### config.mk
export PLATFORM = sky130hd
export DESIGN_NAME = regbank_sequencer
export DESIGN_NICKNAME = d
export VERILOG_FILES = /design/src/rtl/regbank_pkg.sv /design/src/rtl/regbank_prio_arbiter.sv /design/src/rtl/regbank_sequencer.sv
export SDC_FILE = /design/constraint.sdc
export NUM_CORES = 1
export LEC_CHECK = 0
export ABC_AREA = 1
export CAP_MARGIN = 20
export CORE_MARGIN = 2
export CORE_UTILIZATION = 43
export CTS_BUF_LIST = sky130_fd_sc_hd__clkbuf_4
export DETAILED_ROUTE_END_ITERATION = 8
export PLACE_DENSITY = 0.81
export SKIP_LAST_GASP = 1
export SLEW_MARGIN = 20
export SYNTH_ARGS = -nofsm -noshare
export SYNTH_HDL_FRONTEND = slang
export SYNTH_HIERARCHICAL = 1
export SYNTH_SLANG_ARGS = --single-unit
### constraint.sdc
create_clock -name fast_clock -period 1.3 [get_ports fast_clock]
set_clock_uncertainty 0.1 [all_clocks]
set_input_delay 0.325 -clock fast_clock [delete_from_list [all_inputs] [get_ports fast_clock]]
set_output_delay 0.325 -clock fast_clock [all_outputs]
set_load 0.03 [all_outputs]
### src/rtl/regbank_pkg.sv
// Shared constants and types for the register-bank write sequencer.
// Control codes, requester indices and FSM state encoding.
package regbank_pkg;

  localparam int NUM_REQ = 6;

  // Requester bit positions; a higher index means a higher priority.
  localparam int REQ_PC   = 0;
  localparam int REQ_CPXR = 1;
  localparam int REQ_ALU  = 2;
  localparam int REQ_MEM  = 3;
  localparam int REQ_RETT = 4;
  localparam int REQ_TRAP = 5;

  localparam logic [2:0] CTRL_PCSP = 3'd0;
  localparam logic [2:0] CTRL_ALU  = 3'd1;
  localparam logic [2:0] CTRL_MEM  = 3'd3;
  localparam logic [2:0] CTRL_TRAP = 3'd4;
  localparam logic [2:0] CTRL_RETT = 3'd5;
  localparam logic [2:0] CTRL_CPXR = 3'd6;

  typedef enum logic [1:0] {
    ST_IDLE   = 2'd0,
    ST_ISSUE  = 2'd1,
    ST_SETTLE = 2'd2
  } seq_state_e;

  function automatic logic [2:0] ctrl_code(input logic [NUM_REQ-1:0] grant);
    logic [2:0] code;
    code = CTRL_PCSP;
    if (grant[REQ_TRAP])      code = CTRL_TRAP;
    else if (grant[REQ_RETT]) code = CTRL_RETT;
    else if (grant[REQ_MEM])  code = CTRL_MEM;
    else if (grant[REQ_ALU])  code = CTRL_ALU;
    else if (grant[REQ_CPXR]) code = CTRL_CPXR;
    return code;
  endfunction

endpackage

### src/rtl/regbank_prio_arbiter.sv
// Fixed-priority encoder: the highest-indexed active request wins.
// Purely combinational; the caller registers the grant.
module regbank_prio_arbiter
  import regbank_pkg::*;
(
  input  logic [NUM_REQ-1:0] req,
  output logic [NUM_REQ-1:0] grant
);

  always_comb begin
    grant = '0;
    for (int i = 0; i < NUM_REQ; i++) begin
      if (req[i]) grant = NUM_REQ'(1) << i;
    end
  end

endmodule

### src/rtl/regbank_sequencer.sv
// Sequences register-bank writes from six requesters, one strobe per grant
// followed by a settle cycle, and tracks kernel mode for trap/return.
//
// state     | meaning
// ST_IDLE   | arbitrate; any request launches an operation
// ST_ISSUE  | registered strobe/ack/code/dest presented to the bank
// ST_SETTLE | strobes low, bank read ports refresh; requests ignored
module regbank_sequencer
  import regbank_pkg::*;
#(
  parameter logic [3:0] PC_REGISTER = 4'd15,
  parameter logic [3:0] SP_REGISTER = 4'd14
) (
  input  logic       fast_clock,
  input  logic       reset,
  input  logic       req_trap,
  input  logic       req_rett,
  input  logic       req_mem,
  input  logic       req_alu,
  input  logic       req_cpxr,
  input  logic       req_pc,
  input  logic [3:0] dest_mem,
  input  logic [3:0] dest_alu,
  input  logic [3:0] dest_cpxr,
  output logic [5:0] ack,
  output logic       bank_enable,
  output logic [2:0] bank_control,
  output logic [3:0] bank_dest,
  output logic       privileged,
  output logic       mode_fault,
  output logic       dest_protected,
  output logic       busy
);

  seq_state_e state, state_nxt;

  logic [NUM_REQ-1:0] req;
  logic [NUM_REQ-1:0] grant;
  logic [3:0]         dest_sel;
  logic               data_write;
  logic               illegal;

  logic [5:0] ack_nxt;
  logic       enable_nxt;
  logic [2:0] control_nxt;
  logic [3:0] dest_nxt;
  logic       priv_nxt;
  logic       fault_nxt;
  logic       prot_nxt;
  logic       busy_nxt;

  assign req = {req_trap, req_rett, req_mem, req_alu, req_cpxr, req_pc};

  regbank_prio_arbiter u_arbiter (
    .req   (req),
    .grant (grant)
  );

  // Only the data-carrying requesters name a destination; the rest write index 0.
  always_comb begin
    dest_sel = 4'd0;
    if (grant[REQ_MEM])       dest_sel = dest_mem;
    else if (grant[REQ_ALU])  dest_sel = dest_alu;
    else if (grant[REQ_CPXR]) dest_sel = dest_cpxr;
  end

  assign data_write = grant[REQ_MEM] | grant[REQ_ALU] | grant[REQ_CPXR];
  assign illegal    = (grant[REQ_TRAP] & privileged) | (grant[REQ_RETT] & ~privileged);

  always_ff @(posedge fast_clock or negedge reset) begin
    if (!reset) state <= ST_IDLE;
    else        state <= state_nxt;
  end

  always_comb begin
    state_nxt   = state;
    ack_nxt     = '0;
    enable_nxt  = 1'b0;
    control_nxt = CTRL_PCSP;
    dest_nxt    = 4'd0;
    priv_nxt    = privileged;
    fault_nxt   = 1'b0;
    prot_nxt    = 1'b0;
    busy_nxt    = 1'b0;
    unique case (state)
      ST_IDLE: begin
        if (|req) begin
          state_nxt = ST_ISSUE;
          busy_nxt  = 1'b1;
          ack_nxt   = grant;
          dest_nxt  = dest_sel;
          if (illegal) begin
            fault_nxt = 1'b1;
          end else begin
            enable_nxt  = 1'b1;
            control_nxt = ctrl_code(grant);
          end
          prot_nxt = data_write &&
                     ((dest_sel == PC_REGISTER) || (dest_sel == SP_REGISTER));
        end
      end
      ST_ISSUE: begin
        // The registered ack still holds the latched winner here.
        state_nxt = ST_SETTLE;
        busy_nxt  = 1'b1;
        if (ack[REQ_TRAP] && !mode_fault) priv_nxt = 1'b1;
        if (ack[REQ_RETT] && !mode_fault) priv_nxt = 1'b0;
      end
      ST_SETTLE: begin
        state_nxt = ST_IDLE;
      end
      default: begin
        state_nxt = ST_IDLE;
      end
    endcase
  end

  always_ff @(posedge fast_clock or negedge reset) begin
    if (!reset) begin
      ack            <= '0;
      bank_enable    <= 1'b0;
      bank_control   <= CTRL_PCSP;
      bank_dest      <= 4'd0;
      privileged     <= 1'b0;
      mode_fault     <= 1'b0;
      dest_protected <= 1'b0;
      busy           <= 1'b0;
    end else begin
      ack            <= ack_nxt;
      bank_enable    <= enable_nxt;
      bank_control   <= control_nxt;
      bank_dest      <= dest_nxt;
      privileged     <= priv_nxt;
      mode_fault     <= fault_nxt;
      dest_protected <= prot_nxt;
      busy           <= busy_nxt;
    end
  end

endmodule

==> run_results.csv, run 1 <==
group,metric,value,unit
global_route,antenna_violations_before_repair,0,
die,die_area,2423,um^2
pwr,switching_share,0.3829,
yosys,synth_seq_cells,20,
yosys,synthesis.yosys.warnings,6,
timing,timing_hold_violations_final,0,
timing,post-route-min-period,1.297,ns
cts,cts_tree,"done",
timing,timing.final.max_slew_violations,0,
timing,tightestPinTransition,0.2417,ns
yosys,ys_seq_area_frac,0.5690,
status,status,"complete, no violations",
layout,antenna_cells,0,
placed_design,detailedPlace.worstSlack,-0.5669,ns
worst_setup_path,cp_cell_sequence,"clkdlybuf4s50_1, inv_2, nor2_4, nand2_2, inv_2, nand2_2, nand3_2, nand2_1, nor2_1",
yosys,synth.net_count,126,
cts,cts.clk_slew.worst_paths,0.09,ns
worst_setup_path,max_stage_delay,0.49,ns
cts,cts_sinks,20,
global_route,track_usage,0.1783,
placed_design,dpl.hpwl,1.516,mm
timing,finalWorstSetupSlack,0.003336,ns
pwr,powerDensity,1366,nW/um^2
worst_setup_path,worst-endpoint-required,1.43,ns
yosys,postSynthCellCount,106,
detailed_routing,vias_per_cell,4.540,
worst_setup_path,worstPathArrival,1.42,ns
timing,period_share,0.9974,
pwr,combPwrFrac,0.459,
cts,ctsLongestPathBuffers,2,
detailed_routing,drtPass1Iterations,4,
pwr,ir_drop,0.8725,mV
timing,finalSetupViolations,0,
job,max-cap-violations,0,
placed_design,dpl_cell_area,1320,um^2
pwr,power_report.internal_total,0.001247,W
layout,finalInstanceArea,1479,um^2
placed_design,port_buffers,37,
detailed_routing,drtIter0Drc,4,
yosys,synthTopCellsByArea,"dfrtp_1, nor2_1, inv_1, nand2_1, nand3_1",
pwr,p_leak,0.7666,nW
cts,worst_skew_late_latency,0.29,ns
worst_hold_path,hold_path.class,"in2async",
detailed_routing,antenna_left,0,
cts,cts_buffers,3,
pwr,total_power,0.002020,W
die,boundaryPins,38,
yosys,netlist.top_cell.by_area,"dfrtp_1",
layout,area_growth,68.14,%
yosys,netlist_area_pre_place,879.6,um^2
layout,final_layout_size_suffix_gt1_frac,0.4321,
pwr,seq_power_share,0.409,
detailed_routing,routed_wirelength,2.062,mm
detailed_routing,drc,0,
timing,rsz0062_at_grt,"yes",
placed_design,gpl.final_weighted_congestion,0.8170,
die,row_count,16,
worst_setup_path,critical_path.max_fanout,3,
worst_setup_path,worst-setup-path-type,"in2reg",
die,design.core.area,1942,um^2
worst_setup_path,crit_slowest_cell,"clkdlybuf4s50_1",
global_route,grt_start_max_net_pins,21,
pwr,clock_power_share,0.132,
global_route,number_of_global_route_vias_before_repair,830,
cts,cts_hold_buffers,0,
worst_setup_path,worstSetupEndpointType,"flip-flop",
timing,slew-limit-headroom,0.8371,
yosys,synth_top_area_share,0.5690,
die,floorplan.die.width,49.23,um
layout,finalNetCount,184,
cts,htree_levels,1,
detailed_routing,drt-wirelength-per-cell,10.91,um
timing,fmaxAchievable,771.2,MHz
die,chipHeight,49.23,um
detailed_routing,total_number_of_vias,858,
pwr,power.switching,0.0007734,W
die,start_util,0.4530,
global_route,overflow,0,
yosys,ys_types,17,
worst_setup_path,critical_path.startpoint_type,"input port",
global_route,grt_pass1_wl,3.236,mm
cts,clock-root-buffer,"clkbuf_4",
yosys,syn_area_per_cell,8.298,um^2
cell usage after synthesis:
library cell / number
dfrtp_1: 20
nand2_2: 2
and2_1: 2
o31ai_1: 1
inv_2: 3
nor2_1: 26
nand3_2: 1
buf_6: 1
a21oi_1: 3
buf_4: 1
nor2_2: 1
inv_1: 16
nand3_1: 7
nor3_1: 3
buf_2: 1
nand2_1: 14
o21ai_0: 4
cell families (layout without fill, tap and decap cells):
family	Yosys count	after routing	share of synthesized area
AND/OR/NAND/NOR	56	56	0.2745
buffers and inverters	22	78	0.1081
flip-flops	20	20	0.5690
AO/OA/AOI/OAI	8	8	0.04836
sequential cells by signal, summed over array words and instances (netlist names):
name and flops:
ack 6, bank_dest 4, bank_control 3, state 2
bank_enable 1, busy 1, dest_protected 1, mode_fault 1
privileged 1
critical path, delay by kind of cell:
kind                   cells  cell delay [ns]
buffers and inverters      3             0.64
AND/OR/NAND/NOR            6             0.46
cell type report:
cell class	instances	area [um^2]
flip-flops and latches	20	500.5
repair buffers	56	489.2
multi-input cells	64	359.1
fillers	138	462.9
inverters	19	73.82
clock buffers	3	22.52
well taps	27	33.78
cells in the final DEF, fill, tap and decap left out:
| master | count |
|---|---|
| nand3_1 | 4 |
| inv_2 | 6 |
| clkdlybuf4s50_1 | 15 |
| clkbuf_4 | 3 |
| a21oi_2 | 2 |
| nand2_2 | 6 |
| and2_4 | 1 |
| nor2_1 | 20 |
| dfrtp_1 | 20 |
| and2_1 | 1 |
| clkbuf_2 | 1 |
| nand3_2 | 4 |
| buf_6 | 5 |
| o21ai_0 | 4 |
| nand2_1 | 10 |
| o31ai_2 | 1 |
| buf_4 | 30 |
| nor3_1 | 2 |
| inv_4 | 1 |
| inv_1 | 12 |
| buf_12 | 1 |
| buf_2 | 1 |
| clkdlybuf4s15_1 | 1 |
| nor2_4 | 3 |
| nor2_2 | 4 |
| dlygate4sd2_1 | 2 |
| nor3_2 | 1 |
| a21oi_1 | 1 |
metrics by stage:
step           instances  hold WS (ns)  TNS [ns]    util
2_1_floorplan        106      -0.07059         0       -
3_3_place_gp         179        0.3845    -6.545  0.6798
3_5_place_dp         179        0.3950    -7.461  0.6798
4_1_cts              187        0.2706  -0.01406  0.7249
5_1_grt              189        0.2739  -0.09576  0.7616
6_report             189        0.2702         0  0.7616
timing repair:
item,CTS,global route
pin swaps,5,5
cloned,1,0
setup buffers,4,2
gates resized for setup,17,21
endpoints found under the setup margin,17,11
power by group through the flow:
stage	sequential (W)	combinational (W)	clock (W)
after global placement	0.000835	0.000819	0
after detailed placement	0.000840	0.000831	0
after global routing	0.000845	0.000996	0.000304
final	0.000827	0.000927	0.000266
after CTS	0.000817	0.000879	0.000275
after floorplan	0.00105	0.000234	0
layer usage:
metal / up-vias / share of wire / global-route usage
li1: 433 / - / -
met1: 389 / 0.40 / 0.1807
met2: 33 / 0.53 / 0.3401
met3: 3 / 0.056 / 0.02761
met4: 0 / 0.010 / 0.1000
met5: - / 0 / 0
final timing paths:
| check | start | slack, ns | depth (start not counted) | to |
|---|---|---|---|---|
| setup / recovery | req_cpxr | 0.003 | 9 | dest_protected |
| hold / removal | reset | 0.27 | 2 | bank_control[0] |
| setup reg to reg | state[1] | 0.14 | 4 | bank_control[1] |
| hold reg to reg | state[1] | 0.41 | 1 | state[1] |
| max in group asynchronous | reset | 0.70 | 2 | ack[5] |
| min in group fast_clock | req_trap | 0.37 | 3 | bank_control[1] |
Power figures use the tool's default switching activity.
==> run 2: changes to the inputs <==
--- a/config.mk
+++ b/config.mk
@@ -12,8 +12,8 @@
 export CTS_BUF_LIST = sky130_fd_sc_hd__clkbuf_4
 export DETAILED_ROUTE_END_ITERATION = 8
 export PLACE_DENSITY = 0.81
+export REMOVE_ABC_BUFFERS = 1
 export SKIP_LAST_GASP = 1
-export SLEW_MARGIN = 20
 export SYNTH_ARGS = -nofsm -noshare
 export SYNTH_HDL_FRONTEND = slang
 export SYNTH_HIERARCHICAL = 1
==> constraint.sdc (replaced) <==
create_clock -name fast_clock -period 1.3 [get_ports fast_clock]
set_clock_uncertainty 0.1 [all_clocks]
set_input_delay 0.39 -clock fast_clock [delete_from_list [all_inputs] [get_ports fast_clock]]
set_output_delay 0.39 -clock fast_clock [all_outputs]
set_load 0.03 [all_outputs]
==> run_results.csv, run 2 (synthesis results as in run 1) <==
group,metric,value,unit
status,status,"finished, violations left",
status,violations,"negative setup slack",
timing,slew-limit-headroom,0.8224,
detailed_routing,vias_per_cell,4.733,
cts,cts.clk_slew.worst_paths,0.11,ns
layout,finalInstanceArea,1535,um^2
layout,final_layout_size_suffix_gt1_frac,0.4207,
worst_setup_path,crit_end,"privileged",
worst_setup_path,worstSetupPathDepth,1,
die,die_area,2423,um^2
worst_setup_path,r2r-start,"privileged",
timing,timing.final.max_slew_violations,0,
pwr,ir_drop,0.8954,mV
worst_setup_path,crit_slowest_cell,"dfrtp_1",
cts,cts_hold_buffers,0,
detailed_routing,drt-wirelength-per-cell,12.17,um
layout,n_fill_cell,134,
global_route,number_of_global_route_vias_before_repair,873,
worst_setup_path,timing.critical_path.max_delay_family,"flip-flops",
worst_setup_path,regToRegEndpoint,"bank_control[2]",
worst_setup_path,critical_path.max_fanout,2,
timing,finalSetupViolations,18,
layout,max_flop_register,"ack",
die,floorplan.die.width,49.23,um
detailed_routing,routed_wirelength,2.324,mm
detailed_routing,drtIter0Drc,15,
worst_setup_path,worst-endpoint-required,0.81,ns
pwr,p_leak,0.7856,nW
global_route,antenna_violations_before_repair,0,
cts,cts_tree,"done",
timing,hold_ws,0.3042,ns
detailed_routing,drtPass1Iterations,4,
layout,largest_reg_flops,6,
detailed_routing,drc,0,
placed_design,port_buffers,37,
detailed_routing,total_number_of_vias,904,
timing,rsz0062_at_grt,"yes",
worst_hold_path,hold_path.class,"in2reg",
detailed_routing,antenna_left,0,
die,boundaryPins,38,
die,design.core.area,1942,um^2
layout,layout_top_registers,"ack: 6 flops, bank_dest: 4 flops, bank_control: 3 flops",
worst_setup_path,worst-setup-path-type,"reg2out",
timing,finalWorstSetupSlack,-0.03467,ns
worst_setup_path,reg2reg_slack,0.10,ns
die,row_count,16,
placed_design,dpl_cell_area,1348,um^2
timing,tightestPinTransition,0.2636,ns
cts,ctsLongestPathBuffers,2,
worst_setup_path,path_buf_inv,1,
worst_setup_path,worstPathArrival,0.84,ns
worst_setup_path,critical_path.startpoint_type,"flip-flop",
cts,cts_sinks,20,
cts,worst_skew_late_latency,0.29,ns
detailed_routing,dr_wl_met2,1.238,mm
timing,post-route-min-period,1.335,ns
detailed_routing,route.layer.met1.wl,893,um
global_route,overflow,0,
detailed_routing,top_signal_layer_used,"met4",
timing,fmaxAchievable,749.2,MHz
layout,area_growth,74.54,%
timing,timing_hold_violations_final,0,
global_route,grt_start_max_net_pins,21,
job,max-cap-violations,0,
placed_design,gpl.final_weighted_congestion,0.8258,
cts,htree_levels,1,
detailed_routing,routed-wl-met3,124,um
global_route,grt_pass1_wl,3.781,mm
worst_setup_path,cp-startpoint,"privileged",
worst_setup_path,cp_cell_sequence,"buf_6",
worst_setup_path,worst-r2r-cell-count,4,
timing,period_share,1.027,
placed_design,dpl.hpwl,1.546,mm
global_route,track_usage,0.2092,
cts,cts_buffers,3,
worst_setup_path,max_stage_delay,0.41,ns
die,chipHeight,49.23,um
layout,finalNetCount,185,
die,start_util,0.4530,
worst_setup_path,worstSetupEndpointType,"output port",
pwr,powerDensity,1397,nW/um^2
cts,clock-root-buffer,"clkbuf_4",
layout,layout_common_cells,"nor2_1, dfrtp_1, buf_6, buf_4, clkdlybuf4s50_1",
layout,antenna_cells,0,
[run 2: metrics by stage]
stage | setup TNS [ns] | total power [W] | setup slack (ns) | util | cells
finish | -0.2497 | 0.002144 | -0.03467 | 0.7906 | 191
floorplan | -1.181 | 0.001266 | -0.2312 | - | 103
detailed placement | -8.506 | 0.001690 | -0.6061 | 0.6939 | 183
CTS | -0.2475 | 0.002113 | -0.03387 | 0.7764 | 190
global placement | -7.906 | 0.001667 | -0.5540 | 0.6939 | 183
global route | -1.016 | 0.002257 | -0.07902 | 0.7906 | 191
[run 2: how the worst min path moves through the flow]
stage	start	end	slack [ns]	cells past startpoint
2_1_floorplan	reset	ack[0]	-0.006	0
3_3_place_gp	state[1]	state[1]	0.39	1
3_5_place_dp	state[1]	state[1]	0.40	1
5_1_grt	req_trap	bank_control[1]	0.30	3
4_1_cts	reset	privileged	0.36	2
6_report	req_trap	bank_control[1]	0.30	3
[run 2: power by group]
part | total [W] | internal, W | switching, W
logic | 0.00101 | 0.000442 | 0.000568
registers | 0.000841 | 0.000759 | 0.0000819
clock network | 0.000293 | 0.000112 | 0.000181
[run 2: layer usage]
metal / up-vias / global-route usage
li1: 436 / -
met1: 417 / 0.2490
met2: 43 / 0.3559
met3: 8 / 0.03374
met4: 0 / 0.1190
met5: - / 0
[run 2: area by class of cell]
class | instances | area, um^2 | share of cell area
inverter | 19 | 76.32 | 0.04971
multi-input combinational | 64 | 346.6 | 0.2258
tap | 27 | 33.78 | 0.02200
timing repair buffer | 57 | 551.8 | 0.3594
clock buffer | 3 | 22.52 | 0.01467
clock inverter | 1 | 3.754 | 0.002445
sequential | 20 | 500.5 | 0.3260
[run 2: timing repair]
action / 4_1_cts / 5_1_grt
cloned: 1 / 0
setup endpoints to repair: 36 / 29
pin swaps: 8 / 13
gates resized for setup: 44 / 13
buffers inserted: 2 / 1
==> run 3: changes to the inputs <==
--- a/config.mk
+++ b/config.mk
@@ -7,7 +7,6 @@
 export LEC_CHECK = 0
 export ABC_AREA = 1
 export CAP_MARGIN = 20
-export CORE_MARGIN = 2
 export CORE_UTILIZATION = 43
 export CTS_BUF_LIST = sky130_fd_sc_hd__clkbuf_4
 export DETAILED_ROUTE_END_ITERATION = 8
==> run_results.csv, run 3 (synthesis results as in run 1) <==
group,metric,value,unit
status,status,"finished, violations left",
status,violations,"negative setup slack",
timing,slew-limit-headroom,0.8006,
cts,cts.clk_slew.worst_paths,0.11,ns
die,floorplan.die.width,47.23,um
global_route,track_usage,0.2392,
layout,largest_reg_flops,6,
cts,ctsLongestPathBuffers,2,
pwr,combPwrFrac,0.473,
global_route,antenna_violations_before_repair,0,
layout,sequential_cell_area,500.5,um^2
pwr,power.switching,0.0008552,W
die,row_count,15,
timing,post-route-min-period,1.351,ns
die,die_area,2230,um^2
worst_setup_path,worstPathArrival,0.86,ns
worst_setup_path,worst-setup-path-type,"reg2out",
layout,post_layout_utilization_of_the_core,0.8495,
cts,cts_sinks,20,
worst_setup_path,crit_slowest_cell,"dfrtp_1",
pwr,ir_drop,0.8495,mV
layout,max_flop_register,"ack",
pwr,switching_share,0.3909,
timing,timing_hold_violations_final,0,
worst_setup_path,critical_path.max_fanout,1,
detailed_routing,drt-wirelength-per-cell,12.50,um
detailed_routing,drtIter0Drc,12,
global_route,grt_start_max_net_pins,21,
timing,finalSetupViolations,18,
worst_setup_path,path_buf_inv,1,
die,boundaryPins,38,
pwr,power_report.internal_total,0.001332,W
die,chipHeight,47.23,um
layout,finalNetCount,187,
layout,finalInstanceArea,1546,um^2
timing,tns,-0.5497,ns
detailed_routing,total_number_of_vias,923,
worst_setup_path,timing.critical_path.max_delay_family,"flip-flops",
worst_setup_path,worstSetupEndpointType,"output port",
layout,layout_top_registers,"ack: 6 flops, bank_dest: 4 flops, bank_control: 3 flops",
worst_hold_path,hold_path.class,"in2reg",
worst_setup_path,reg2reg_slack,0.11,ns
pwr,clock_power_share,0.140,
placed_design,dp_cells,180,
job,max-cap-violations,0,
cts,cts_hold_buffers,0,
worst_setup_path,max_stage_delay,0.41,ns
global_route,grt_pass1_wl,3.643,mm
worst_setup_path,critical_path.startpoint_type,"flip-flop",
pwr,p_leak,0.8134,nW
cts,cts_buffers,3,
placed_design,port_buffers,37,
cts,cts_tree,"done",
cts,clock-root-buffer,"clkbuf_4",
timing,rsz0062_at_grt,"yes",
layout,antenna_cells,0,
detailed_routing,drtPass1Iterations,4,
timing,finalWorstSetupSlack,-0.05094,ns
detailed_routing,drc,0,
placed_design,dpl_cell_area,1338,um^2
layout,n_fill_cell,103,
layout,final_layout_size_suffix_gt1_frac,0.4398,
worst_setup_path,worst-endpoint-required,0.81,ns
cts,htree_levels,1,
cts,worst_skew_late_latency,0.30,ns
die,start_util,0.4832,
timing,tightestPinTransition,0.2959,ns
timing,period_share,1.039,
placed_design,dpl.hpwl,1.522,mm
pwr,powerDensity,1415,nW/um^2
global_route,overflow,0,
timing,timing.final.max_slew_violations,0,
worst_setup_path,cp_cell_sequence,"buf_6",
layout,multi_input_comb_area,351.6,um^2
detailed_routing,antenna_left,0,
detailed_routing,routed_wirelength,2.388,mm
layout,area_growth,75.82,%
timing,fmaxAchievable,740.2,MHz
layout,layout_common_cells,"nor2_1, buf_6, dfrtp_1, buf_4, clkdlybuf4s50_1",
detailed_routing,vias_per_cell,4.832,
layout,layout_commonest_cell,"nor2_1",
global_route,number_of_global_route_vias_before_repair,938,
die,design.core.area,1821,um^2
pwr,seq_power_share,0.387,
placed_design,detailedPlace.worstSlack,-0.6478,ns
placed_design,gpl.final_weighted_congestion,0.7638,
layout,final_cell_count_no_fill,191,
run 3: cell count changes in the layout (fill, tap and decap cells not counted), sizes merged:
cell           before  now
clkdlybuf4s15       2    0
buf                38   42
run 3: worst paths after layout:
path,start,end,cells past startpoint
worst max-delay path,ack[3],ack[3],1
worst min-delay path,req_pc,ack[0],5
worst max register to register,privileged,bank_control[2],4
worst min register to register,state[1],state[1],1
max in group asynchronous,reset,ack[2],2
min in group asynchronous,reset,ack[3],2
run 3: worst register-to-register path, cell delays in order, from the launching register on:
cell and delay [ns]:
dfrtp_1 0.41, buf_4 0.15, o21ai_0 0.26, nand2_2 0.11, nor2_1 0.10
run 3: area by class of cell:
class	count	share of cell area
Timing Repair Buffer	59	0.3641
Sequential cell	20	0.3236
Multi-Input combinational cell	64	0.2273
Inverter	19	0.04773
Tap cell	25	0.02023
Clock buffer	3	0.01456
Clock inverter	1	0.002427
run 3: repair_timing:
action                                  4_1_cts  5_1_grt
hold endpoints to repair                      0        0
pin swaps                                    13       10
gates resized for setup                      47       15
endpoints found under the setup margin       36       32
setup buffers                                 3        4
run 3: power groups by stage:
stage | clock, W | sequential, W | combinational (W)
final | 0.000306 | 0.000847 | 0.00104
after floorplan | 0 | 0.00105 | 0.000213
after global placement | 0 | 0.000835 | 0.000832
after detailed placement | 0 | 0.000840 | 0.000843
after global routing | 0.000322 | 0.000859 | 0.00112
after CTS | 0.000294 | 0.000840 | 0.000977
run 3: routing by layer:
layer / part of all wire / track usage / vias to the layer above
met1: 0.38 / 0.2319 / 433
met3: 0.039 / 0.04615 / 7
met4: 0.028 / 0.1371 / 0
met2: 0.55 / 0.4603 / 42
met5: 0 / 0 / -
li1: - / - / 441
run 3: through the flow:
stage | total power (W) | hold slack [ns]
floorplan | 0.001266 | -0.005591
global placement | 0.001668 | 0.3942
detailed placement | 0.001683 | 0.4036
CTS | 0.002111 | 0.2956
global route | 0.002298 | 0.3210
finish | 0.002188 | 0.3078
